==> src/rtl/sdram_arbiter.sv <==
// sdram_arbiter: shares one SDRAM controller port between display read bursts and
// compute-engine write bursts. An urgency override is bounded by MAX_URGENT.
module sdram_arbiter #(
    parameter int unsigned RD_BURST    = 8,
    parameter int unsigned WR_BURST    = 8,
    parameter int unsigned FRAME_WORDS = 96000,
    parameter int unsigned MAX_URGENT  = 4
) (
    input  logic        clk,
    input  logic        rst,
    input  logic        rd_req,
    input  logic        rd_urgent,
    input  logic        rd_ptr_reset,
    output logic [31:0] rd_data,
    output logic        rd_valid,
    input  logic        wr_req,
    input  logic [21:0] wr_addr,
    input  logic [31:0] wr_data,
    output logic        wr_next,
    output logic        wr_burst_done,
    output logic [1:0]  mem_cmd,
    output logic [21:0] mem_addr,
    output logic [31:0] mem_wdata,
    input  logic [31:0] mem_rdata,
    input  logic        mem_rd_valid,
    input  logic        mem_wr_done
);
    // Enum values double as the controller command encoding.
    typedef enum logic [1:0] {
        StIdle  = 2'd0,
        StWrite = 2'd1,
        StRead  = 2'd2
    } state_e;

    localparam logic [15:0] RdLast    = 16'(RD_BURST - 1);
    localparam logic [15:0] WrLast    = 16'(WR_BURST - 1);
    localparam logic [21:0] PtrLast   = 22'(FRAME_WORDS - 1);
    localparam logic [7:0]  StreakMax = 8'(MAX_URGENT);

    state_e      state_q, state_d;
    logic        rdy_q;
    logic        last_wr_q, last_wr_d;
    logic [15:0] cnt_q, cnt_d;
    logic [7:0]  streak_q, streak_d;
    logic [21:0] rd_ptr_q, rd_ptr_d;
    logic [21:0] wr_addr_q, wr_addr_d;
    logic [21:0] mem_addr_q;
    logic        ptr_pend_q, ptr_pend_d;
    logic        urgent_win;
    logic        grant_rd;
    logic        grant_wr;

    assign mem_cmd   = state_q;
    assign rd_data   = mem_rdata;
    assign mem_wdata = wr_data;

    always_comb begin
        state_d       = state_q;
        last_wr_d     = last_wr_q;
        cnt_d         = cnt_q;
        streak_d      = streak_q;
        rd_ptr_d      = rd_ptr_q;
        wr_addr_d     = wr_addr_q;
        ptr_pend_d    = ptr_pend_q;
        mem_addr      = mem_addr_q;
        rd_valid      = 1'b0;
        wr_next       = 1'b0;
        wr_burst_done = 1'b0;
        urgent_win    = rd_req && rd_urgent && !(wr_req && (streak_q == StreakMax));
        grant_rd      = 1'b0;
        grant_wr      = 1'b0;

        unique case (state_q)
            StIdle: begin
                if (rd_ptr_reset) begin
                    rd_ptr_d = '0;
                end
                // rdy_q holds off decisions until the first edge after reset has passed.
                if (rdy_q) begin
                    if (urgent_win) begin
                        grant_rd = 1'b1;
                    end else if (rd_req && wr_req) begin
                        grant_rd = last_wr_q;
                        grant_wr = !last_wr_q;
                    end else begin
                        grant_rd = rd_req;
                        grant_wr = wr_req;
                    end
                end
                if (grant_rd) begin
                    state_d   = StRead;
                    cnt_d     = RdLast;
                    last_wr_d = 1'b0;
                    if (!rd_urgent) begin
                        streak_d = '0;
                    end else if (streak_q != StreakMax) begin
                        streak_d = streak_q + 8'd1;
                    end
                end else if (grant_wr) begin
                    state_d   = StWrite;
                    cnt_d     = WrLast;
                    last_wr_d = 1'b1;
                    streak_d  = '0;
                    wr_addr_d = wr_addr;
                end
            end
            StRead: begin
                mem_addr = rd_ptr_q;
                rd_valid = mem_rd_valid;
                if (rd_ptr_reset) begin
                    ptr_pend_d = 1'b1;
                end
                if (mem_rd_valid) begin
                    rd_ptr_d = (rd_ptr_q == PtrLast) ? '0 : rd_ptr_q + 22'd1;
                    cnt_d    = cnt_q - 16'd1;
                    if (cnt_q == '0) begin
                        state_d    = StIdle;
                        cnt_d      = '0;
                        ptr_pend_d = 1'b0;
                        if (ptr_pend_q || rd_ptr_reset) begin
                            rd_ptr_d = '0;
                        end
                    end
                end
            end
            StWrite: begin
                mem_addr = wr_addr_q;
                if (rd_ptr_reset) begin
                    rd_ptr_d = '0;
                end
                if (mem_wr_done) begin
                    wr_next   = 1'b1;
                    wr_addr_d = wr_addr_q + 22'd1;
                    cnt_d     = cnt_q - 16'd1;
                    if (cnt_q == '0) begin
                        wr_burst_done = 1'b1;
                        state_d       = StIdle;
                        cnt_d         = '0;
                    end
                end
            end
            default: begin
                state_d = StIdle;
            end
        endcase
    end

    always_ff @(posedge clk or posedge rst) begin
        if (rst) begin
            state_q    <= StIdle;
            rdy_q      <= 1'b0;
            last_wr_q  <= 1'b1;
            cnt_q      <= '0;
            streak_q   <= '0;
            rd_ptr_q   <= '0;
            wr_addr_q  <= '0;
            mem_addr_q <= '0;
            ptr_pend_q <= 1'b0;
        end else begin
            state_q    <= state_d;
            rdy_q      <= 1'b1;
            last_wr_q  <= last_wr_d;
            cnt_q      <= cnt_d;
            streak_q   <= streak_d;
            rd_ptr_q   <= rd_ptr_d;
            wr_addr_q  <= wr_addr_d;
            mem_addr_q <= mem_addr;
            ptr_pend_q <= ptr_pend_d;
        end
    end

endmodule
==> config.mk <==
export PLATFORM = sky130hd
export DESIGN_NAME = sdram_arbiter
export DESIGN_NICKNAME = d
export VERILOG_FILES = /design/src/rtl/sdram_arbiter.sv
export SDC_FILE = /design/constraint.sdc
export NUM_CORES = 1
export LEC_CHECK = 0
export ABC_AREA = 1
export BUFFER_PORTS_ARGS = -buffer_cell sky130_fd_sc_hd__buf_2
export CAP_MARGIN = 15
export CORE_MARGIN = 4
export CORE_UTILIZATION = 50
export CTS_CLUSTER_DIAMETER = 100
export DETAILED_ROUTE_END_ITERATION = 7
export GPL_TIMING_DRIVEN = 0
export PLACE_DENSITY = 0.8
export SETUP_SLACK_MARGIN = 0.02
export SYNTH_ARGS = -nofsm -noshare
export SYNTH_HDL_FRONTEND = slang
export SYNTH_SLANG_ARGS = --single-unit
==> constraint.sdc <==
create_clock -name clk -period 6.9 [get_ports clk]
set_input_delay 0.69 -clock clk [delete_from_list [all_inputs] [get_ports clk]]
set_output_delay 0.69 -clock clk [all_outputs]
set_load 0.005 [all_outputs]
* Word level (Yosys, flattened, before mapping)
Index checks and enable logic that the tools add are counted. W data, S select, Z words.
Storage, ports and cells: output and inout port bits 91, flip-flop bits (word level) 95, logic and storage cells 91, input port bits 94
Cells by class: equal/unequal tests 12, reduce and logical (&&, ||, !) cells 20, add/sub/neg operators 4, muxes and demuxes 46
Operators by type and width (count):
- $mux W22 | 8
- $pmux W22 S2 | 3
- $mux W16 | 5
- $pmux W16 S3 | 1
- $add A22 B1 Y22 const B | 2
- $mux W8 | 4
- $eq A22 B17 Y1 const B | 1
- $mux W1 | 19
- $logic_not A16 Y1 | 1
- $sub A16 B1 Y16 const B | 1
- $mux W2 | 5
- $reduce_and A3 Y1 | 3
- $add A8 B1 Y8 const B | 1
- $eq A8 B3 Y1 const B | 1
- $ne A2 B2 Y1 const B | 4
- $ne A8 B3 Y1 const B | 1
- $reduce_and A4 Y1 | 2
- $pmux W2 S3 | 1
- $reduce_bool A2 Y1 | 3
- $logic_and A1 B1 Y1 | 4
- $ne A3 B2 Y1 const B | 1
- $ne A3 B3 Y1 const B | 1
- $reduce_bool A3 Y1 | 1
- $eq A2 B1 Y1 const B | 1
- 7 further kinds | 8

* Longest topological paths before layout
depth after elaboration 10, mapped depth 13, mapped depth without buffers 12

* Least setup slack after synthesis
No wires, ideal clock.
kind register -> output, from reg state_q[1] (netlist: mem_cmd[1]), to out mem_addr[13], stages on the path, launching flop included 7, required time 6210 ps, path buffers 2, data arrival time 1599 ps, path slack 4611 ps, cells stage by stage dfrtp_1 > inv_1 > ha_1 > clkbuf_1 > clkbuf_1 > nor2_1 > a21oi_1
Between the ends: word-level cells in the longest chain between the ends 2, elaborated cells on any way between the ends 3, those cells by class eq/ne (2); mux (1)
RTL lines:
- start, declared | RTL line 40 | state_e state_q, state_d;
- start signal, assigned | RTL line 150 | state_q <= StIdle;
- start signal, assigned | RTL line 160 | state_q <= state_d;
- $eq A2 B1 Y1 / $eq A2 B2 Y1 (equally long branches) | RTL line 73 | unique case (state_q)
- $pmux W22 S2 (*) | RTL line 73
- end, declared | RTL line 22 | output logic [21:0] mem_addr,
Mark *: on every way between the ends. The rest lies on a longest branch, timed or not.

* Final worst setup path
from reg state_q[1] (netlist: mem_cmd[1]), to out mem_addr[4]
Same word-level chain as after synthesis.

==> qor.tcl <==
set qor(clock_latency_ns) 0.35
set qor(hpwl_mm) 12.9
set qor(nets_final) 1165
set qor(timing.slew.headroom) 0.650
set qor(fp.dieArea_mm2) 0.0148
set qor(grt_antenna_before_repair) 0
set qor(dpl.cell_count) 1223
set qor(clock-skew-final_ns) 0.00672
set qor(setup_ws_ns) 3.51
set qor(critPathKind) {flip-flop to primary output}
set qor(clock_tree.htree_level_count) 3
set qor(synthToLayoutAreaGrowth_pct) 17.3
set qor(stdcell_count) 1237
set qor(worstHoldPathType) {input pin to asynchronous set/reset pin}
set qor(routabilityCongestion) 0.910
set qor(cts_setup_buffers) 0
set qor(boundaryPins) 185
set qor(irDropWorstVdd_v) 0.000286
set qor(post-place-ws_ns) 3.87
set qor(grt_pass1_wl_mm) 27.7
set qor(clkSlewWorstSetupHoldPaths_ns) 0.07
set qor(place.port_buffers) 119
set qor(netlist_instances) 931
set qor(clk_path_buf_depth) 2
set qor(number_of_placement_rows) 41
set qor(finalHoldViolCount) 0
set qor(run_status) {complete, no violations}
set qor(track_usage) 0.232
set qor(drt-vias-per-instance) 5.18
set qor(critPathRequiredTime_ns) 6.21
set qor(asyncSetResetFlopFracSynth) 1.00
set qor(first_iter_violations) 472
set qor(worst_setup_path_startpoint) {mem_cmd[1]$_DFFE_PP0P_}
set qor(syn-cell-area_mm2) 0.00645
set qor(vias_in_the_first_global_route) 5901
set qor(grt_overflow) 0
set qor(grt_max_degree) 65
set qor(synth_warnings) 0
set qor(insertedDiodeCount) 0
set qor(fillers) 1191
set qor(core_footprint_mm2) 0.0126
set qor(finalWorstPathRequiredPeriod_ns) 3.39
set qor(start_util) 0.511
set qor(final.period_utilization) 0.491
set qor(setup_viol_count_final) 0
set qor(worst-path-max-fanout) 10
set qor(chipHeight_um) 122
set qor(drt_antenna_net_count) 0
set qor(cts_tree) {done}
set qor(power.leakage_nw) 3.94
set qor(power.density_mw_per_mm2) 428
set qor(final.setup.tns_ns) 0
set qor(synth.ff_latch_count) 95
set qor(wl_per_cell_um) 13.7
set qor(fmax_ghz) 0.295
set qor(ys.flop_type) {dfrtp_1}
set qor(crit_path_start_kind) {flip-flop}
set qor(layout-drive-gt1-share) 0.233
set qor(routed-via-count) 6404
set qor(drt_first_pass_iters) 6
set qor(clk_root_buffer_cell) {clkbuf_16}
set qor(postRouteWirelength_mm) 17.0
set qor(syn-num-nets) 1034
set qor(grt_setup_unrepaired) {false}
set qor(cap_violations) 0
set qor(chipWidth_um) 122
set qor(synthDistinctLibCells) 40
set qor(worst_slew_pin_slew_ns) 0.524
set qor(edff_count_synth) 0
set qor(cp-end-kind) {primary output}
set qor(critical_path.reg2reg.startpoint) {mem_cmd[0]$_DFFE_PP0P_}
set qor(fin_total_pwr_mw) 3.24
set qor(cts_resized) 0
set qor(cp.arrival_ns) 2.70
set qor(yosysSeqAreaShare) 0.369
set qor(cts_made_buffers) 9
set qor(syn_avg_cell_area_um2) 6.93
set qor(route.detailed.drc) 0
set qor(numClockSinks) 95
set qor(report.final.slew_viol_count) 0
set qor(cts_hold_buffers) 0
## layout by cell type (no fill, tap or decap), types with 2 or more instances in the layout
master / count
nor2_1: 119
nand3_2: 2
o21bai_1: 6
a31oi_1: 13
inv_1: 79
dfrtp_1: 94
o21ai_0: 30
or2_2: 10
inv_2: 3
clkbuf_1: 14
buf_2: 126
buf_4: 65
xnor2_1: 3
a21oi_1: 27
xor2_1: 7
nand3b_1: 2
ha_1: 9
nor3_1: 15
a21boi_0: 2
buf_1: 2
nand4_1: 34
mux2i_1: 2
clkbuf_16: 9
o211ai_1: 2
buf_6: 6
nand2_1: 279
nand3_1: 59
a21oi_2: 2
nand2_2: 5
o21ai_1: 15
clkbuf_8: 2
nor2_2: 5
nand2_4: 4
## per-stage QoR
| stage | util | area, um^2 | hold WS (ns) |
|---|---|---|---|
| 2_1_floorplan | - | 6450 | 0.442 |
| 3_3_place_gp | 0.576 | 7260 | 0.455 |
| 3_5_place_dp | 0.578 | 7290 | 0.462 |
| 4_1_cts | 0.600 | 7570 | 0.367 |
| 5_1_grt | 0.600 | 7570 | 0.388 |
| 6_report | 0.600 | 7570 | 0.357 |
## power breakdown
group	switching (mW)	internal (mW)	leakage [nW]	total (mW)
clock network	0.210	0.262	0.131	0.472
registers	0.170	0.759	1.23	0.929
logic	1.19	0.649	2.58	1.84
## Yosys cell counts, drive strengths merged, types with 13 or more instances
library cell / count / area share
buf: 81 / 0.095
nand4: 34 / 0.033
nand2: 288 / 0.17
nor3: 16 / 0.013
o21ai: 45 / 0.035
a21oi: 29 / 0.024
clkbuf: 13 / 0.0076
dfrtp: 94 / 0.36
a31oi: 13 / 0.013
inv: 83 / 0.048
nor2: 124 / 0.074
nand3: 61 / 0.049
## worst paths after layout
check / end / slack [ns] / depth (start not counted)
setup / recovery: mem_addr[4] / 3.51 / 7
hold reg to reg: cnt_q[1]$_DFFE_PP0P_ / 0.48 / 2
min in group clk: cnt_q[1]$_DFFE_PP0P_ / 0.48 / 2
hold / removal: wr_addr_q[6]$_DFFE_PP0P_ / 0.36 / 2
max in group asynchronous: cnt_q[5]$_DFFE_PP0P_ / 5.89 / 3
setup reg to reg: cnt_q[1]$_DFFE_PP0P_ / 4.58 / 10
## sequential cells by signal, indices dropped and copies added, names as in the netlist
signal and count:
wr_addr_q 22, last_wr_q 1, ptr_pend_q 1, cnt_q 16, rd_ptr_q 22, rdy_q 1, mem_addr_q 22, mem_cmd 2
streak_q 8
## layout make-up
type,count,area [um^2],area share
Timing Repair Buffer,120,623,0.0824
Tap cell,172,215,0.0284
Buffer,94,662,0.0875
Inverter,84,318,0.0420
Sequential cell,95,2380,0.314
Clock buffer,12,256,0.0339
Multi-Input combinational cell,658,3100,0.409
Clock inverter,2,16.3,0.00215
## worst max-delay path, cell delays in order (launching register included)
cell and delay [ns]:
dfrtp_1 0.46, inv_1 0.10, ha_1 0.37, clkbuf_1 0.43
clkbuf_1 0.44, nor2_1 0.10, a21oi_1 0.27, buf_2 0.18
## per-layer routing
layer	vias to the layer above	share of wire	track usage
met2	234	0.48	0.377
met4	0	0.018	0.0749
met1	2961	0.42	0.312
met3	28	0.074	0.0469
met5	-	0	0
li1	3181	-	-
## cell families after synthesis
family,after synthesis,share of synthesized area
flip-flops,95,0.369
buffers and inverters,178,0.151
other,1,0.000581
XOR/XNOR,10,0.0136
adder cells (fa/ha/maj),9,0.0175
multiplexers,2,0.00310
AO/OA/AOI/OAI,100,0.0882
AND/OR/NAND/NOR,536,0.357
(Power assumes the default switching activity.)
